[src/rtl/space_invaders_pkg.sv]
// Shared constants and types for the space invaders game blocks.
// Latency: n/a (declarations only).
// Backpressure: n/a.
package space_invaders_pkg;

  // Visible screen area in pixels.
  localparam int SCREEN_W = 640;
  localparam int SCREEN_H = 480;

  // Coordinate the rocket parks itself at when not flying (off screen).
  localparam int PARKED = -20;

  // Formation and box size defaults.
  localparam int DEF_COLS     = 8;
  localparam int DEF_ROWS     = 4;
  localparam int DEF_ALIEN_W  = 24;
  localparam int DEF_ALIEN_H  = 16;
  localparam int DEF_PITCH_X  = 32;
  localparam int DEF_PITCH_Y  = 24;
  localparam int DEF_ROCKET_W = 2;
  localparam int DEF_ROCKET_H = 8;
  localparam int DEF_POINTS   = 10;
  localparam int DEF_SCORE_W  = 16;

  // Hit detector sequencing.
  typedef enum logic [2:0] {
    ST_IDLE,
    ST_SNAP,
    ST_SCAN,
    ST_KILL,
    ST_WAIT
  } hit_state_t;

endpackage

[src/rtl/alien_hit_detector_row_overlap.sv]
// row_overlap: rocket box vs. all COLS alien boxes of one formation row.
// Latency: combinational. Backpressure: none.
// Ports: rocket_x/rocket_y rocket top-left, grid_x formation left, row_y row top,
//        alive_row alive bits of the row, match per-column overlap (alive only).
module row_overlap
  import space_invaders_pkg::*;
#(
  parameter int COLS     = DEF_COLS,
  parameter int ALIEN_W  = DEF_ALIEN_W,
  parameter int ALIEN_H  = DEF_ALIEN_H,
  parameter int PITCH_X  = DEF_PITCH_X,
  parameter int ROCKET_W = DEF_ROCKET_W,
  parameter int ROCKET_H = DEF_ROCKET_H
) (
  input  logic [9:0]      rocket_x,
  input  logic [8:0]      rocket_y,
  input  logic [9:0]      grid_x,
  input  logic [9:0]      row_y,
  input  logic [COLS-1:0] alive_row,
  output logic [COLS-1:0] match
);

  // Widened by one bit so boxes past the screen edge never wrap.
  logic [10:0] rx_l, rx_r;
  logic [9:0]  ry_t, ry_b, ay_b;
  logic        y_hit;

  assign rx_l  = {1'b0, rocket_x};
  assign rx_r  = rx_l + 11'(ROCKET_W);
  assign ry_t  = {1'b0, rocket_y};
  assign ry_b  = ry_t + 10'(ROCKET_H);
  assign ay_b  = row_y + 10'(ALIEN_H);
  // Vertical overlap is shared by every alien in the row.
  assign y_hit = (ry_t < ay_b) && (ry_b > row_y);

  for (genvar c = 0; c < COLS; c++) begin : g_col
    logic [10:0] ax;
    assign ax       = {1'b0, grid_x} + 11'(c * PITCH_X);
    assign match[c] = alive_row[c] && y_hit &&
                      (rx_l < ax + 11'(ALIEN_W)) && (rx_r > ax);
  end

endmodule

[src/rtl/alien_hit_detector.sv]
// alien_hit_detector: owns the alien alive bitmap and score; scans one row per
// cycle against a rocket snapshot and kills the lowest matching alive alien.
// Latency: match in SCAN cycle t -> alive cleared and hit high at t+1; sweep = ROWS+1 cycles.
// Backpressure: none; playing low or new_wave abort the scan.
// Ports: playing/new_wave game control, flying/rocketX/rocketY from the rocket,
//        gridX/gridY formation origin, hit to rocket, alive/aliens_left/wave_cleared/score status.
module alien_hit_detector
  import space_invaders_pkg::*;
#(
  parameter int COLS     = DEF_COLS,
  parameter int ROWS     = DEF_ROWS,
  parameter int ALIEN_W  = DEF_ALIEN_W,
  parameter int ALIEN_H  = DEF_ALIEN_H,
  parameter int PITCH_X  = DEF_PITCH_X,
  parameter int PITCH_Y  = DEF_PITCH_Y,
  parameter int ROCKET_W = DEF_ROCKET_W,
  parameter int ROCKET_H = DEF_ROCKET_H,
  parameter int POINTS   = DEF_POINTS,
  parameter int SCORE_W  = DEF_SCORE_W
) (
  input  logic                              clk,
  input  logic                              reset,
  input  logic                              playing,
  input  logic                              new_wave,
  input  logic                              flying,
  input  logic [9:0]                        rocketX,
  input  logic [8:0]                        rocketY,
  input  logic [9:0]                        gridX,
  input  logic [8:0]                        gridY,
  output logic                              hit,
  output logic [ROWS*COLS-1:0]              alive,
  output logic [$clog2(ROWS*COLS+1)-1:0]    aliens_left,
  output logic                              wave_cleared,
  output logic [SCORE_W-1:0]                score
);

  localparam int N  = ROWS * COLS;
  localparam int RW = (ROWS > 1) ? $clog2(ROWS) : 1;
  localparam int CW = (COLS > 1) ? $clog2(COLS) : 1;
  localparam int IW = (N > 1) ? $clog2(N) : 1;
  localparam int AW = $clog2(N + 1);
  localparam logic [SCORE_W-1:0] SCORE_MAX = {SCORE_W{1'b1}};

  // The rocket moves 2 px/cycle; a full sweep must be shorter than the
  // vertical window in which the boxes overlap, or a crossing could be missed.
  if (2 * (ROWS + 1) >= ALIEN_H + ROCKET_H) begin : g_cov_check
    $error("alien_hit_detector: sweep too slow for rocket speed");
  end

  hit_state_t       state_q, state_d;
  logic [RW-1:0]    row_q, row_d;
  logic [9:0]       snap_rx, snap_gx;
  logic [8:0]       snap_ry, snap_gy;
  logic [9:0]       row_y;
  logic [COLS-1:0]  row_alive, row_match;
  logic [CW-1:0]    kill_col;
  logic [IW-1:0]    kill_idx;
  logic             do_kill;

  assign row_y     = {1'b0, snap_gy} + 10'(int'(row_q) * PITCH_Y);
  assign row_alive = alive[int'(row_q)*COLS +: COLS];

  row_overlap #(
    .COLS     (COLS),
    .ALIEN_W  (ALIEN_W),
    .ALIEN_H  (ALIEN_H),
    .PITCH_X  (PITCH_X),
    .ROCKET_W (ROCKET_W),
    .ROCKET_H (ROCKET_H)
  ) u_row_overlap (
    .rocket_x  (snap_rx),
    .rocket_y  (snap_ry),
    .grid_x    (snap_gx),
    .row_y     (row_y),
    .alive_row (row_alive),
    .match     (row_match)
  );

  // Lowest matching column wins: scan downward so the last write is the lowest.
  always_comb begin
    kill_col = '0;
    for (int c = COLS - 1; c >= 0; c--) begin
      if (row_match[c]) kill_col = CW'(c);
    end
  end

  assign kill_idx = IW'(int'(row_q) * COLS + int'(kill_col));

  always_comb begin
    state_d = state_q;
    row_d   = row_q;
    do_kill = 1'b0;
    case (state_q)
      ST_IDLE: if (playing && flying) state_d = ST_SNAP;
      ST_SNAP: begin
        state_d = ST_SCAN;
        row_d   = '0;
      end
      ST_SCAN: begin
        // A match in the cycle flying drops still counts.
        if (|row_match) begin
          state_d = ST_KILL;
          do_kill = 1'b1;
        end else if (!flying) begin
          state_d = ST_IDLE;
        end else if (int'(row_q) == ROWS - 1) begin
          state_d = ST_SNAP;
        end else begin
          row_d = row_q + 1'b1;
        end
      end
      ST_KILL: state_d = ST_WAIT;
      // Hold until this rocket is gone so it cannot kill twice.
      ST_WAIT: if (!flying) state_d = ST_IDLE;
      default: state_d = ST_IDLE;
    endcase
    if (!playing || new_wave) begin
      state_d = ST_IDLE;
      do_kill = 1'b0;
    end
  end

  always_ff @(posedge clk or posedge reset) begin
    if (reset) begin
      state_q <= ST_IDLE;
      row_q   <= '0;
      snap_rx <= '0;
      snap_ry <= '0;
      snap_gx <= '0;
      snap_gy <= '0;
    end else begin
      state_q <= state_d;
      row_q   <= row_d;
      if (state_q == ST_SNAP) begin
        snap_rx <= rocketX;
        snap_ry <= rocketY;
        snap_gx <= gridX;
        snap_gy <= gridY;
      end
    end
  end

  always_ff @(posedge clk or posedge reset) begin
    if (reset) begin
      hit          <= 1'b0;
      alive        <= '1;
      aliens_left  <= AW'(N);
      wave_cleared <= 1'b0;
      score        <= '0;
    end else begin
      hit <= do_kill;
      if (new_wave) begin
        alive        <= '1;
        aliens_left  <= AW'(N);
        wave_cleared <= 1'b0;
      end else if (do_kill) begin
        alive[kill_idx] <= 1'b0;
        aliens_left     <= aliens_left - 1'b1;
        wave_cleared    <= (aliens_left == AW'(1));
      end
      if (do_kill) begin
        if (score > SCORE_MAX - SCORE_W'(POINTS)) score <= SCORE_MAX;
        else                                      score <= score + SCORE_W'(POINTS);
      end
    end
  end

endmodule

[config.mk]
export PLATFORM = sky130hd
export DESIGN_NAME = alien_hit_detector
export DESIGN_NICKNAME = d
export VERILOG_FILES = /design/src/rtl/space_invaders_pkg.sv /design/src/rtl/alien_hit_detector_row_overlap.sv /design/src/rtl/alien_hit_detector.sv
export SDC_FILE = /design/constraint.sdc
export NUM_CORES = 1
export LEC_CHECK = 0
export ABC_CLOCK_PERIOD_IN_PS = 5200
export BUFFER_PORTS_ARGS = -buffer_cell sky130_fd_sc_hd__buf_2
export CORE_MARGIN = 4
export CORE_UTILIZATION = 60
export DETAILED_ROUTE_END_ITERATION = 7
export PLACE_DENSITY_LB_ADDON = 0.1
export SETUP_SLACK_MARGIN = 0.05
export SLEW_MARGIN = 20
export SYNTH_ARGS = -nofsm -noshare
export SYNTH_HDL_FRONTEND = slang
export SYNTH_SLANG_ARGS = --single-unit
[constraint.sdc]
create_clock -name clk -period 5.2 [get_ports clk]
set_clock_uncertainty 0.1 [all_clocks]
set_input_delay 0.78 -clock clk [delete_from_list [all_inputs] [get_ports clk]]
set_output_delay 0.78 -clock clk [all_outputs]
set_load 0.03 [all_outputs]
After elaboration in Yosys (flattened, before gate mapping)
Index checks and enable logic that the tools add are counted.
- bits in registers: 99
- output and inout port bits: 56
- add/subtract/negate cells: 23
- multiply operators: 1
- order comparisons: 21
- eq/ne operators: 12
- shift-type cells: 1
- multiplexer cells: 31
- bitwise operators: 2
- reduce and logical (&&, ||, !) cells: 35
- operators by type and width (operator ; number):
    $lt 10x11->1 ; 8
    $add 11x5->11 const B ; 7
    $gt 11x11->1 ; 7
    $mux 32 ; 2
    $add 10x8->11 const B ; 4
    $mux 3 ; 14
    $and 32x32->32 ; 1
    $not 32->32 ; 1
    $shiftx 32x6->8 ; 1
    $logic_and 1x1->1 ; 27
    $add 10x7->11 const B ; 2
    $add 16x4->16 const B ; 1
    $gt 16x16->1 const B ; 1
    $mux 16 ; 1
    $pmux 3 s5 ; 1
    $mux 6 ; 2
    $add 10x2->11 const B ; 1
    $add 10x5->11 const B ; 1
    $add 10x6->11 const B ; 1
    $gt 11x10->1 ; 1
    $add 10x5->10 const B ; 1
    $add 9x4->10 const B ; 1
    $add 9x7->10 ; 1
    $gt 10x10->1 ; 1
    other kinds (26) ; 38

Longest topological paths before layout
- depth in word-level cells: 25
- mapped depth: 23
- gate-level depth less buffers: 21

By module
A second synthesis with hierarchy kept.
- cells, all modules: 933
- area total of the unflattened synthesis: 8264.2 um2
- by module, submodules not included (module ; times used ; cells an instance ; area an instance (um2) ; sequential area each (um2)):
    alien_hit_detector ; 1 ; 463 ; 4609.4 ; 2518.7
    row_overlap ; 1 ; 470 ; 3654.8 ; 0.0

Worst setup path after synthesis
OpenSTA, ideal clock, no wires.
- path kind: reg-to-reg
- start: register row_q[1]
- end: register score[15]
- setup time: 0.127 ns
- arrival time: 4.266 ns
- data required time: 4.973 ns
- slack: 0.706 ns
- cell stages (with the launch flop): 21
- buffers on the path: 1
- period minus slack after synthesis: 4.494 ns
- cells stage by stage: dfrtp_1 > clkbuf_1 > inv_1 > ha_1 > inv_1 > fa_1 > nand2b_1 > a21oi_1 > xor2_1 > inv_1 > ha_1 > and4_1 > o2bb2ai_1 > a31oi_1 > a21boi_0 > o21ai_2 > o21ai_2 > nand2_2 > inv_2 > and4_1 > mux2_1
- cells in the longest elaborated chain, start to end: 12
- elaborated cells on any way between the ends: 35
- those cells by class: 2 x add/sub; 1 x mul; 2 x order compare; 1 x shift; 3 x mux; 26 x reduce/logical
- RTL lines (item ; line ; RTL):
    start, declared ; alien_hit_detector.sv:51 ; logic [RW-1:0] row_q, row_d;
    start signal, assigned ; alien_hit_detector.sv:133 ; row_q <= row_d;
    $mul 2x2->4 ; alien_hit_detector.sv:60 ; assign row_y = {1'b0, snap_gy} + 10'(int'(row_q) * PITCH_Y);
    $add 9x7->10 ; alien_hit_detector.sv:60 ;
    $add 10x5->10 ; alien_hit_detector_row_overlap.sv:32 ; assign ay_b = row_y + 10'(ALIEN_H);
    $lt 9x10->1 ; alien_hit_detector_row_overlap.sv:34 ; assign y_hit = (ry_t < ay_b) && (ry_b > row_y);
    $logic_and 1x1->1 ; alien_hit_detector_row_overlap.sv:34 ;
    $logic_and 1x1->1 (2 in series) ; alien_hit_detector_row_overlap.sv:39 ; assign match[c] = alive_row[c] && y_hit &&
    $logic_and 1x1->1 ; alien_hit_detector_row_overlap.sv:40 ; (rx_l < ax + 11'(ALIEN_W)) && (rx_r > ax);
    $reduce_or 8->1 (*) ; alien_hit_detector.sv:101 ; if (|row_match) begin
    $mux 1 (*) ; alien_hit_detector.sv:101 ;
    $mux 1 (*) ; alien_hit_detector.sv:93 ; case (state_q)
    $mux 1 (*) ; alien_hit_detector.sv:117 ; if (!playing || new_wave) begin
    end signal, assigned ; alien_hit_detector.sv:163 ; else score <= score + SCORE_W'(POINTS);
    end, declared ; alien_hit_detector.sv:34 ; output logic [SCORE_W-1:0] score
Mark *: on every way between the ends. The rest lies on a longest branch, timed or not.
A chain may end at the register's enable or synchronous reset.

Worst setup path in the final report
- start: register row_q[0]
- end: register score[15]
Same word-level chain as after synthesis.

==> results.md <==
- Status: finished, final reports clean
- CTS buffer count: 9
- DRT antenna net count: 0
- Root buffer cell: clkbuf_16
- Unique masters post-synth: 79
- # H-tree levels: 3
- CTS Sinks: 99
- Sw frac: 0.4635
- Critical path arrival: 4940 ps
- RSZ-0062 raised after global routing: no
- Reg2Reg Depth: 20
- Synth-to-Final Area Change: 12.40%
- TritonCTS clock tree: done
- Synth Register Bits: 99
- Max cap viols: 0
- Syn Nets: 1078
- # DRC: 0
- Routed via count: 7229
- CP required: 5350 ps
- Area of the mapped netlist: 8378 um2
- Nets: 1180
- Worst r2r dst: score[15]
- Post-synth top cells: ha_1, nand2_1, a21oi_1, dfrtp_1, nor2_1
- # rows: 42
- Sequential area share after synthesis: 0.3006
- Worst r2r src: row_q[0]
- Initial antenna violation count: 0
- Most frequent cell after synthesis: ha_1
- HPWL after DPL: 16.30 mm
- M1 WL: 9.842 mm
- CP endpoint kind: flop
- Combinational fraction of design power: 0.593
- Psw: 1935 uW
- Most area-hungry cell type in the Yosys netlist: dfrtp_1
- Hold Path Depth: 1
- Worst-path clk slew: 80 ps
- Per-cell routed wire length: 17.54 um
- IO Port Bufs: 98
- Ys flop type: dfrtp_1
- Layout cells sized above 1: 0.2313
- Grt ovf: 0
- Chip width: 126.2 um
- Drt pass-1 iters: 5
- Clk pwr share: 0.170
- PostCTS Resize Cnt: 0
- Ys Warns: 0
- Die ar.: 15920 um2
- Met2 WL: 9.592 mm
- Total wire length: 20.91 mm
- Vias in the first global route: 6919
- Later-pin clock latency in the skew report: 360 ps
- Dpl cells: 1176
- Hold Path Class: flop to flop
- Crit Path Class: flop to flop
- Peak supply drop: 0.0002707 V
- Hold Crit Start: score[0]
- Synth Area per Inst: 9.217 um2
- Fillers: 1117
- Final TNS setup: 0 ps
- GPL Wtd Cong: 0.9798
- Relative slew slack: 0.4793
- IO Pins: 99
- Critical path startpoint category: flop
- Postcts setup bufs: 0
- FF-to-FF setup slack: 420 ps
- Die H: 126.2 um
- Share of the synthesized area in the top cell type: 0.1971
- Iter 0 DRT Violations: 541
- PwrDens: 443.3 nW/um2
- CTS Hold Buffers Added: 0
- Pleak: 0.004213 uW
- Fin cells: 1192
- GRT Total Usage: 0.2645
- Sequential group share of total power: 0.237
- Final min period: 4785 ps
- Initial core utilization: 0.6228
- Met3 routed WL: 1.110 mm
- Asr flop ratio synth: 1.000
- Ranking of synthesized cells by area: dfrtp_1, ha_1, dfstp_2
- Cell count after synthesis: 909
- Core area: 13450 um2
- Antenna diodes: 0
- Longest Clk Path Bufs: 2
- Int Power: 2240 uW
- Achievable Freq: 209.0 MHz
- Fin crit share: 0.9202
- Number of flops mapped to enable cells by yosys: 0
- First-pass GRT wire length: 34.61 mm
- Crit-path max FO: 23
- Final setup fails: 0
- Largest net degree at the start of global routing: 65
- Highest metal used: met4
- Via-per-instance ratio: 6.065
- Worst Tran Pin Value: 781.0 ps
- Worst-case hold path end point: score[0]
- Final Max Tran Viols: 0
- Fin. Hold Viols: 0
-- cell families (layout without fill, tap and decap cells) --
| group | after synthesis | in the layout | synth area share |
|---|---|---|---|
| adders and majority gates | 126 | 126 | 0.1891 |
| xor gates and xnor gates | 56 | 56 | 0.05944 |
| AOI/OAI and AO/OA | 225 | 225 | 0.1783 |
| and+or+nand+nor | 282 | 282 | 0.1711 |
| DFF | 99 | 99 | 0.3006 |
| muxes | 36 | 36 | 0.05899 |
| buffers and inverters | 85 | 192 | 0.04241 |
-- final cells by class --
class                      count  area, um2  share of cell area
timing repair buffer         115      618.1             0.06564
clock inverter                 7      83.83            0.008902
clock buffer                   9      225.2             0.02392
sequential                    99       2519              0.2675
inverter                      61      234.0             0.02485
tap                          176      220.2             0.02339
multi-input combinational    725       5517              0.5858
-- placed cells by master, fill, tap and decap left out, types with 6 or more instances in the layout --
cell type  count
or2_2         10
nand4_1       12
and3_1        12
dfrtp_1       66
xor2_1        12
o31ai_1        6
nor2_1        61
nor2b_1       20
o211ai_1       8
nand3_1       31
inv_1         56
mux2_2        23
o21a_1         9
a21oi_1       71
o21ai_0       40
a21o_1        18
xnor2_1       43
buf_4         17
nor3_1        14
clkbuf_16      9
a31oi_1       18
and4_1         8
buf_2         98
nand2_1       77
ha_1         125
a211oi_1       9
dfstp_2       33
mux4_2         8
-- power groups by stage --
stage	Sequential [uW]	Clock, uW	Combinational [uW]
6_report	988	711	2480
5_1_grt	1000	745	2790
4_1_cts	985	716	2440
3_5_place_dp	999	0	2430
3_3_place_gp	995	0	2380
2_1_floorplan	980	0	1850
-- metrics by stage --
stage / setup slack (ps) / util / power (uW) / hold slack, ps / instance area, um2
2_1_floorplan: 706.5 / - / 2827 / 380.6 / 8378
3_3_place_gp: 511.3 / 0.6762 / 3378 / 382.0 / 9097
3_5_place_dp: 326.9 / 0.6762 / 3426 / 382.7 / 9097
4_1_cts: 291.9 / 0.6992 / 4146 / 403.6 / 9407
5_1_grt: 68.65 / 0.7000 / 4534 / 428.7 / 9417
6_report: 415.1 / 0.7000 / 4175 / 407.6 / 9417
-- critical path, stage by stage (launching register included) --
cell       delay, ps
dfrtp_1          430
inv_1            100
ha_1             320
inv_1             80
fa_1             410
nand2b_1         160
a21oi_1          210
xor2_1           290
inv_1            120
ha_1             320
and4_1           210
o2bb2ai_1        130
a31oi_1          240
a21boi_0         210
buf_4            170
o21ai_2          100
o21ai_4          180
nand2_2          130
inv_4            210
and4_1           230
mux2_1           310
-- worst max-delay path by stage --
stage          depth (start not counted)         to  slack, ps     start
5_1_grt                               21  score[15]         70  row_q[0]
4_1_cts                               18  score[15]        290  row_q[0]
2_1_floorplan                         20  score[15]        710  row_q[1]
6_report                              20  score[15]        420  row_q[0]
3_5_place_dp                          18  score[15]        330  row_q[0]
3_3_place_gp                          20  score[15]        510  row_q[1]
-- sequential cells by signal, indices dropped and copies added, names as in the netlist --
register      count
alive            32
score            16
snap_gx          10
snap_rx          10
snap_gy           9
snap_ry           9
aliens_left       6
state_q           3
row_q             2
hit               1
wave_cleared      1
-- metal layers --
metal | vias to the layer above | track usage
li1 | 3507 | -
met1 | 3494 | 0.3769
met2 | 203 | 0.4247
met3 | 25 | 0.03514
met4 | 0 | 0.07382
met5 | - | 0
Note: power is estimated with default switching activity, not from simulation.
